--- src/rtl/input_control_pkg.sv ---
// Shared encodings and sizing helpers for the input_control consumers.
// Pure declarations; no logic, no latency, no flow control.
package input_control_pkg;

  localparam logic [1:0] RELEASED   = 2'd0;
  localparam logic [1:0] PRESS_PEND = 2'd1;
  localparam logic [1:0] PRESSED    = 2'd2;
  localparam logic [1:0] REL_PEND   = 2'd3;

  localparam int STAB_CNT_W = 4;

  typedef enum logic [1:0] {
    ST_RELEASED   = RELEASED,
    ST_PRESS_PEND = PRESS_PEND,
    ST_PRESSED    = PRESSED,
    ST_REL_PEND   = REL_PEND
  } db_state_t;

  // A zero hold threshold still needs a 1-bit counter so the saturate compare is legal.
  function automatic int hold_cnt_width(input int hold_samples);
    return (hold_samples < 1) ? 1 : $clog2(hold_samples + 1);
  endfunction

endpackage

--- src/rtl/tick_edge.sv ---
// Rising-edge detector on the divided slow clock; tick is combinational from slow_clk, one clk wide.
// No backpressure: every slow_clk rising edge yields exactly one tick.
module tick_edge (
  input  logic clk,
  input  logic rst_n,
  input  logic slow_clk,
  output logic tick
);

  logic slow_q;

  // Reset high so a slow_clk already high at reset release does not tick.
  always_ff @(posedge clk or negedge rst_n) begin
    if (!rst_n) slow_q <= 1'b1;
    else        slow_q <= slow_clk;
  end

  assign tick = slow_clk & ~slow_q;

endmodule

--- src/rtl/btn_debounce.sv ---
// Button debouncer: 2-flop sync, slow-tick sampling, registered press/release/hold pulses one clk after the tick.
// No backpressure: pulses are fire-and-forget single clk cycles.
module btn_debounce
  import input_control_pkg::*;
#(
  parameter int STABLE_SAMPLES = 4,
  parameter int HOLD_SAMPLES   = 100,
  parameter bit ACTIVE_LOW     = 1'b0
) (
  input  logic clk,
  input  logic rst_n,
  input  logic slow_clk,
  input  logic btn_raw,
  output logic btn_level,
  output logic btn_press,
  output logic btn_release,
  output logic btn_hold
);

  localparam int HOLD_W = hold_cnt_width(HOLD_SAMPLES);
  localparam logic [STAB_CNT_W-1:0] STAB_TGT = STAB_CNT_W'(STABLE_SAMPLES);
  localparam logic [HOLD_W-1:0]     HOLD_TGT = HOLD_W'(HOLD_SAMPLES);
  localparam logic                  RAW_IDLE = 1'(ACTIVE_LOW);

  if (STABLE_SAMPLES < 1 || STABLE_SAMPLES > 15) begin : g_bad_stable
    $error("btn_debounce: STABLE_SAMPLES must be in 1..15");
  end

  logic sync1, sync2, s;
  logic tick;

  always_ff @(posedge clk or negedge rst_n) begin
    if (!rst_n) begin
      sync1 <= RAW_IDLE;
      sync2 <= RAW_IDLE;
    end else begin
      sync1 <= btn_raw;
      sync2 <= sync1;
    end
  end

  assign s = sync2 ^ RAW_IDLE;

  tick_edge u_tick_edge (
    .clk      (clk),
    .rst_n    (rst_n),
    .slow_clk (slow_clk),
    .tick     (tick)
  );

  db_state_t               state, state_nxt;
  logic [STAB_CNT_W-1:0]   stab_cnt, stab_nxt, stab_inc;
  logic [HOLD_W-1:0]       hold_cnt, hold_nxt, hold_inc;
  logic                    press_nxt, release_nxt, hold_pulse_nxt, level_nxt;

  assign stab_inc = stab_cnt + 1'b1;
  assign hold_inc = hold_cnt + 1'b1;

  always_comb begin
    state_nxt      = state;
    stab_nxt       = stab_cnt;
    hold_nxt       = hold_cnt;
    press_nxt      = 1'b0;
    release_nxt    = 1'b0;
    hold_pulse_nxt = 1'b0;

    if (tick) begin
      unique case (state)
        ST_RELEASED: begin
          if (s) begin
            if (STAB_TGT == 4'd1) begin
              state_nxt = ST_PRESSED;
              stab_nxt  = '0;
              hold_nxt  = '0;
              press_nxt = 1'b1;
            end else begin
              state_nxt = ST_PRESS_PEND;
              stab_nxt  = 4'd1;
            end
          end
        end
        ST_PRESS_PEND: begin
          if (!s) begin
            state_nxt = ST_RELEASED;
            stab_nxt  = '0;
          end else if (stab_inc == STAB_TGT) begin
            state_nxt = ST_PRESSED;
            stab_nxt  = '0;
            hold_nxt  = '0;
            press_nxt = 1'b1;
          end else begin
            stab_nxt  = stab_inc;
          end
        end
        ST_PRESSED: begin
          // hold_cnt saturates at HOLD_TGT, so the pulse can only fire once per press.
          if (s) begin
            if (hold_cnt != HOLD_TGT) begin
              hold_nxt       = hold_inc;
              hold_pulse_nxt = (hold_inc == HOLD_TGT);
            end
          end else if (STAB_TGT == 4'd1) begin
            state_nxt   = ST_RELEASED;
            stab_nxt    = '0;
            hold_nxt    = '0;
            release_nxt = 1'b1;
          end else begin
            state_nxt = ST_REL_PEND;
            stab_nxt  = 4'd1;
          end
        end
        ST_REL_PEND: begin
          if (s) begin
            state_nxt = ST_PRESSED;
            stab_nxt  = '0;
          end else if (stab_inc == STAB_TGT) begin
            state_nxt   = ST_RELEASED;
            stab_nxt    = '0;
            hold_nxt    = '0;
            release_nxt = 1'b1;
          end else begin
            stab_nxt = stab_inc;
          end
        end
      endcase
    end

    level_nxt = (state_nxt == ST_PRESSED) || (state_nxt == ST_REL_PEND);
  end

  always_ff @(posedge clk or negedge rst_n) begin
    if (!rst_n) begin
      state       <= ST_RELEASED;
      stab_cnt    <= '0;
      hold_cnt    <= '0;
      btn_level   <= 1'b0;
      btn_press   <= 1'b0;
      btn_release <= 1'b0;
      btn_hold    <= 1'b0;
    end else begin
      state       <= state_nxt;
      stab_cnt    <= stab_nxt;
      hold_cnt    <= hold_nxt;
      btn_level   <= level_nxt;
      btn_press   <= press_nxt;
      btn_release <= release_nxt;
      btn_hold    <= hold_pulse_nxt;
    end
  end

endmodule

--- config.mk ---
export PLATFORM = sky130hd
export DESIGN_NAME = btn_debounce
export DESIGN_NICKNAME = d
export VERILOG_FILES = /design/src/rtl/input_control_pkg.sv /design/src/rtl/tick_edge.sv /design/src/rtl/btn_debounce.sv
export SDC_FILE = /design/constraint.sdc
export NUM_CORES = 1
export LEC_CHECK = 0
export ABC_CLOCK_PERIOD_IN_PS = 1960
export CORE_MARGIN = 2
export CORE_UTILIZATION = 53
export CTS_BUF_LIST = sky130_fd_sc_hd__clkbuf_4 sky130_fd_sc_hd__clkbuf_8
export DETAILED_ROUTE_END_ITERATION = 16
export PLACE_DENSITY = 0.76
export SKIP_LAST_GASP = 1
export SYNTH_ARGS = -nofsm -noshare
export SYNTH_HDL_FRONTEND = slang
export SYNTH_HIERARCHICAL = 1
export SYNTH_SLANG_ARGS = --single-unit
--- constraint.sdc ---
create_clock -name clk -period 1.96 [get_ports clk]
set_clock_uncertainty 0.2 [all_clocks]
set_input_delay 0.294 -clock clk [delete_from_list [all_inputs] [get_ports clk]]
set_output_delay 0.294 -clock clk [all_outputs]
set_load 0.05 [all_outputs]
After elaboration in Yosys (flattened, before gate mapping)
Index checks and enable logic that the tools add are counted.
- equal/unequal tests: 14
- muxes and demuxes: 31
- add/subtract/negate cells: 2
- reduce and logical (&&, ||, !) cells: 5
- bitwise operators: 2
- operator list (kind ; number):
    $mux 7 ; 5
    $pmux 7 s3 ; 1
    $mux 4 ; 5
    $pmux 4 s4 ; 1
    $mux 2 ; 7
    $ne 2x2->1 const B ; 6
    $mux 1 ; 11
    $eq 2x2->1 const B ; 4
    $pmux 2 s4 ; 1
    $add 7x1->7 const B ; 1
    $eq 7x7->1 const B ; 1
    $ne 7x7->1 const B ; 1
    $reduce_and 6->1 ; 1
    $add 4x1->4 const B ; 1
    $eq 4x3->1 const B ; 1
    $reduce_and 3->1 ; 1
    $reduce_bool 3->1 ; 1
    $eq 2x1->1 const B ; 1
    $logic_not 2->1 ; 1
    $and 1x1->1 ; 1
    $logic_or 1x1->1 ; 1
    $not 1->1 ; 1
- output and inout bits: 4
- register bits after elaboration: 20
- logic and storage cells: 64
- bits of input ports: 4

Longest topological paths before layout
- word-level depth: 8
- gate-level depth with buffers: 5
- gate-level depth less buffers: 5

By module
The synthesis kept the hierarchy.
- by module, submodules not included (module ; area each (um2) ; instances ; cells an instance ; seq. area each (um2)):
    btn_debounce ; 1019.7 ; 1 ; 96 ; 475.5
    tick_edge ; 40.0 ; 1 ; 2 ; 26.3

Least setup slack after synthesis
Ideal clock, no wire load.
- path kind: reg-to-reg
- from: reg stab_cnt[0]
- to: reg btn_level
- path buffers: 0
- clock period less this slack: 1.903 ns
- stages on the path, launching flop included: 6
- setup slack: 0.057 ns
- data required time: 1.635 ns
- arrival time: 1.579 ns
- setup time: 0.125 ns
- path through: dfrtp_1 ha_1 and2b_1 a32oi_4 nand4b_4 mux2_2
- cells in the longest elaborated chain, start to end: 8
- elaborated cells on any way between the ends: 11
- those cells by class: 1 x add/sub; 3 x eq/ne; 6 x mux; 1 x reduce/logical
- RTL lines (what ; RTL line ; text):
    start, declared ; btn_debounce.sv:52 ; logic [STAB_CNT_W-1:0] stab_cnt, stab_nxt, stab_inc;
    start signal, assigned ; btn_debounce.sv:142 ; stab_cnt <= stab_nxt;
    $add 4x1->4 * ; btn_debounce.sv:56 ; assign stab_inc = stab_cnt + 1'b1;
    $eq 4x3->1 * ; btn_debounce.sv:86, btn_debounce.sv:116 ;
    $mux 2, on equally long branches ; btn_debounce.sv:116, btn_debounce.sv:86 ;
    $mux 2, on equally long branches ; btn_debounce.sv:113, btn_debounce.sv:83 ;
    $pmux 2 s4 * ; btn_debounce.sv:68 ; unique case (state)
    $mux 2 * ; btn_debounce.sv:67 ; if (tick) begin
    $eq 2x2->1 ; btn_debounce.sv:128 ; level_nxt = (state_nxt == ST_PRESSED) || (state_nxt == ST_REL_PEND);
    $logic_or 1x1->1 * ; btn_debounce.sv:128 ;
    named net level_nxt ; btn_debounce.sv:54 ; logic press_nxt, release_nxt, hold_pulse_nxt, level_nxt;
    end signal, assigned ; btn_debounce.sv:144 ; btn_level <= level_nxt;
    end, declared ; btn_debounce.sv:14 ; output logic btn_level,
Mark *: on every way through the listed nets, which the timed path passes. The rest lies on a longest branch.
A chain may end at the register's enable or synchronous reset.

Worst setup path in the final report
- from: reg btn_level
- to: out btn_level
No word-level cell between the ends.

==> results by group <==
Yosys
  – Area leader, netlist: dfrtp_1
  – Seq/Total Area, Yosys: 47.34%
  – Register bit total from synthesis: 20
  – Synth Flop Type: dfrtp_1
  – Yosys top cell area share: 44.86%
  – EDFF count, synth: 0
  – Syn_area_per_cell: 10.81 µm²
  – Synth Instances: 98
  – Yosys warns: 6
  – Netlist cell types: 36
  – Synthesized area: 1060 µm²
  – Top post-synthesis cells by area: dfrtp_1 (45%), ha_1 (4.7%), nand2_1 (3.2%), a31oi_1 (3.0%), a21oi_1 (2.8%)
  – Async S/R FF share, synth: 100.0%
  – Post-synthesis net count: 106

Placement
  – Placer Congestion: 0.8550
  – Placed Area: 1216 µm²
  – Dpl hpwl: 1489 µm
  – Port buffer count: 7
  – Inst Count DP: 137

Floorplan
  – Die width: 48.72 µm
  – Die area: 2373 µm²
  – Starting density of the core: 55.14%
  – Placeable Area: 1922 µm²
  – Row cnt: 16
  – I/O pin count: 8
  – Die span in y: 48.72 µm

Final layout
  – Post-route cell area: 1255 µm²
  – Final net count: 123
  – Ant diodes: 0
  – P&R area growth vs syn: 18.42%
  – Fin cells: 141
  – Share of cells above drive strength 1: 20.18%

Timing
  – Setup TNS Final: 0 ns
  – Final hold slack: 0.1124 ns
  – Finish-stage setup viols: 0
  – Slew Limit Fails: 0
  – Post-layout minimum cycle time: 1.912 ns
  – Final hold violations: 0
  – Fmax: 523.1 MHz
  – RSZ-0062 raised after global routing: false
  – Tcrit/Tclk final: 97.53%
  – Worst rel slew slack: 66.52%
  – Tightest Pin Transition: 0.5013 ns

Clocking
  – CTS tree: built
  – # clock sinks: 20
  – # H-tree levels: 1
  – Clock root buffer: clkbuf_4
  – Deepest clock path buffer count: 2
  – Total CTS buffers: 3
  – Clock transition at path regs: 0.12 ns
  – Clk_lat worst skew: 0.31 ns
  – Cts hold-fix bufs: 0
  – Post-CTS Setup Inserts: 0

Worst setup path
  – Critical path launch point type: flop
  – RR Endpoint: btn_level$_DFF_PN0_
  – Levels on crit path: 1
  – Cell family with most CP delay: buffers and inverters
  – Worst setup EP type: output pin
  – CP Cell Sequence: clkdlybuf4s50_1
  – CP required: 1.47 ns
  – Slack of the worst reg-to-reg path: 0.08 ns
  – Crit Path Max Fanout: 1
  – CP max-delay cell: clkdlybuf4s50_1
  – Buf/Inv on CP: 1
  – Crit Path Category: flop to output pin
  – Max stage delay on crit path: 0.79 ns
  – Worst reg2reg path depth: 5
  – Worst Path Arrival: 1.42 ns
  – R2r startpoint: stab_cnt[0]$_DFFE_PN0P_

GRT
  – First-pass GRT wire length: 3512 µm
  – Grt total ovfl: 0
  – Largest net degree at the start of global routing: 21
  – Vias in the first global route: 774
  – Aggregate global-route resource usage: 19.87%
  – Initial antenna violation count: 0

Min path
  – HP Class: input port to async pin

Drt
  – Avg Vias per Cell: 5.702
  – WL final: 2056 µm
  – Antenna viol nets, final: 0
  – DR pass1 iterations: 4
  – DRC viols: 0
  – Drt wl/cell: 14.58 µm
  – Initial DRC count: 17
  – Vias post-DR: 804

Pwr
  – Cell Pwr Density: 946.5 nW/µm²
  – Total Power: 1.188 mW
  – Peak supply drop: 577.4 µV
  – Leakage: 0.5688 nW

Outcome
  – Status: completed

Run
  – Max cap viols: 0
placed cells by master, fill, tap and decap left out, drive strengths merged, types with 2 or more instances in the layout:
cell type / count
o21a: 2
nor2: 2
nand4b: 2
nor3b: 4
dfrtp: 19
o2bb2ai: 2
a31oi: 5
clkbuf: 4
buf: 8
nand2: 9
nand4: 2
nor3: 2
inv: 6
nor2b: 4
a21oi: 6
nand3: 3
ha: 4
clkdlybuf4s50: 4
mux2: 2
o21ai: 7
layout make-up:
class / count / area (µm²)
flip-flops and latches: 20 / 501.7
multi-input cells: 70 / 533.0
repair buffers: 14 / 133.9
fillers: 154 / 666.9
clock buffers: 4 / 30.03
inverters: 6 / 22.52
well taps: 27 / 33.78
registers in the layout (all words and copies together) (netlist names):
register and flops:
sync1 1, stab_cnt 4, btn_level 1, btn_release 1
hold_cnt 7, s 1, u_tick_edge/slow_q 1, btn_hold 1
btn_press 1, state 2
worst max path at each step:
stage | endpoint | start | slack, ns
floorplan | btn_level$_DFF_PN0_ | stab_cnt[0]$_DFFE_PN0P_ | 0.06
global placement | hold_cnt[6]$_DFFE_PN0P_ | slow_clk | -0.01
detailed placement | hold_cnt[0]$_DFFE_PN0P_ | slow_clk | -0.09
CTS | btn_release | btn_release$_DFF_PN0_ | 0.02
global route | btn_level | btn_level$_DFF_PN0_ | 0.0006
finish | btn_level | btn_level$_DFF_PN0_ | 0.05
cell usage after synthesis, drive strengths merged, types with 3 or more instances:
master	count
o21ai	7
ha	4
dfrtp	19
nor3b	4
nand2	9
nor2b	4
nand3	3
inv	6
a31oi	5
a21oi	6
worst reg2reg max path, cell delays in order, from the launching register on:
cell	delay, ns
dfrtp_1	0.38
ha_1	0.18
and2b_1	0.22
a32oi_4	0.24
nand4b_4	0.19
mux2_2	0.35
kinds of logic (layout without fill, tap and decap cells):
group / after synthesis / after routing / share of synthesized area [%]
and+or+nand+nor: 34 / 34 / 21.25
adders and majority gates: 4 / 4 / 4.723
muxes: 3 / 3 / 3.070
AOI/OAI and AO/OA: 28 / 28 / 19.01
xor gates and xnor gates: 1 / 1 / 1.535
buffers and inverters: 8 / 24 / 3.070
DFF: 20 / 20 / 47.34
per-layer routing:
metal	global-route usage [%]	vias up	wire length (µm)
met5	0	-	0
met2	32.42	19	1090
met3	4.630	5	69
met4	10.95	0	49
met1	24.24	387	846
li1	-	393	-
timing repair:
item | CTS | global route
resized for setup | 1 | 2
endpoints found under the setup margin | 1 | 8
pin swaps | 0 | 0
per-stage QoR:
step,util [%],setup WS (ns)
finish,65.30,0.04837
global route,65.30,0.0005995
CTS,64.78,0.02247
detailed placement,63.28,-0.08830
global placement,63.28,-0.01321
floorplan,-,0.05670
where the power goes:
group	total, mW	leakage (nW)	switching [mW]	internal (mW)
sequential	0.557	0.255	0.0776	0.479
combinational	0.413	0.296	0.209	0.204
clock	0.218	0.0184	0.125	0.0933
No activity file was read; power rests on OpenSTA's default activity.
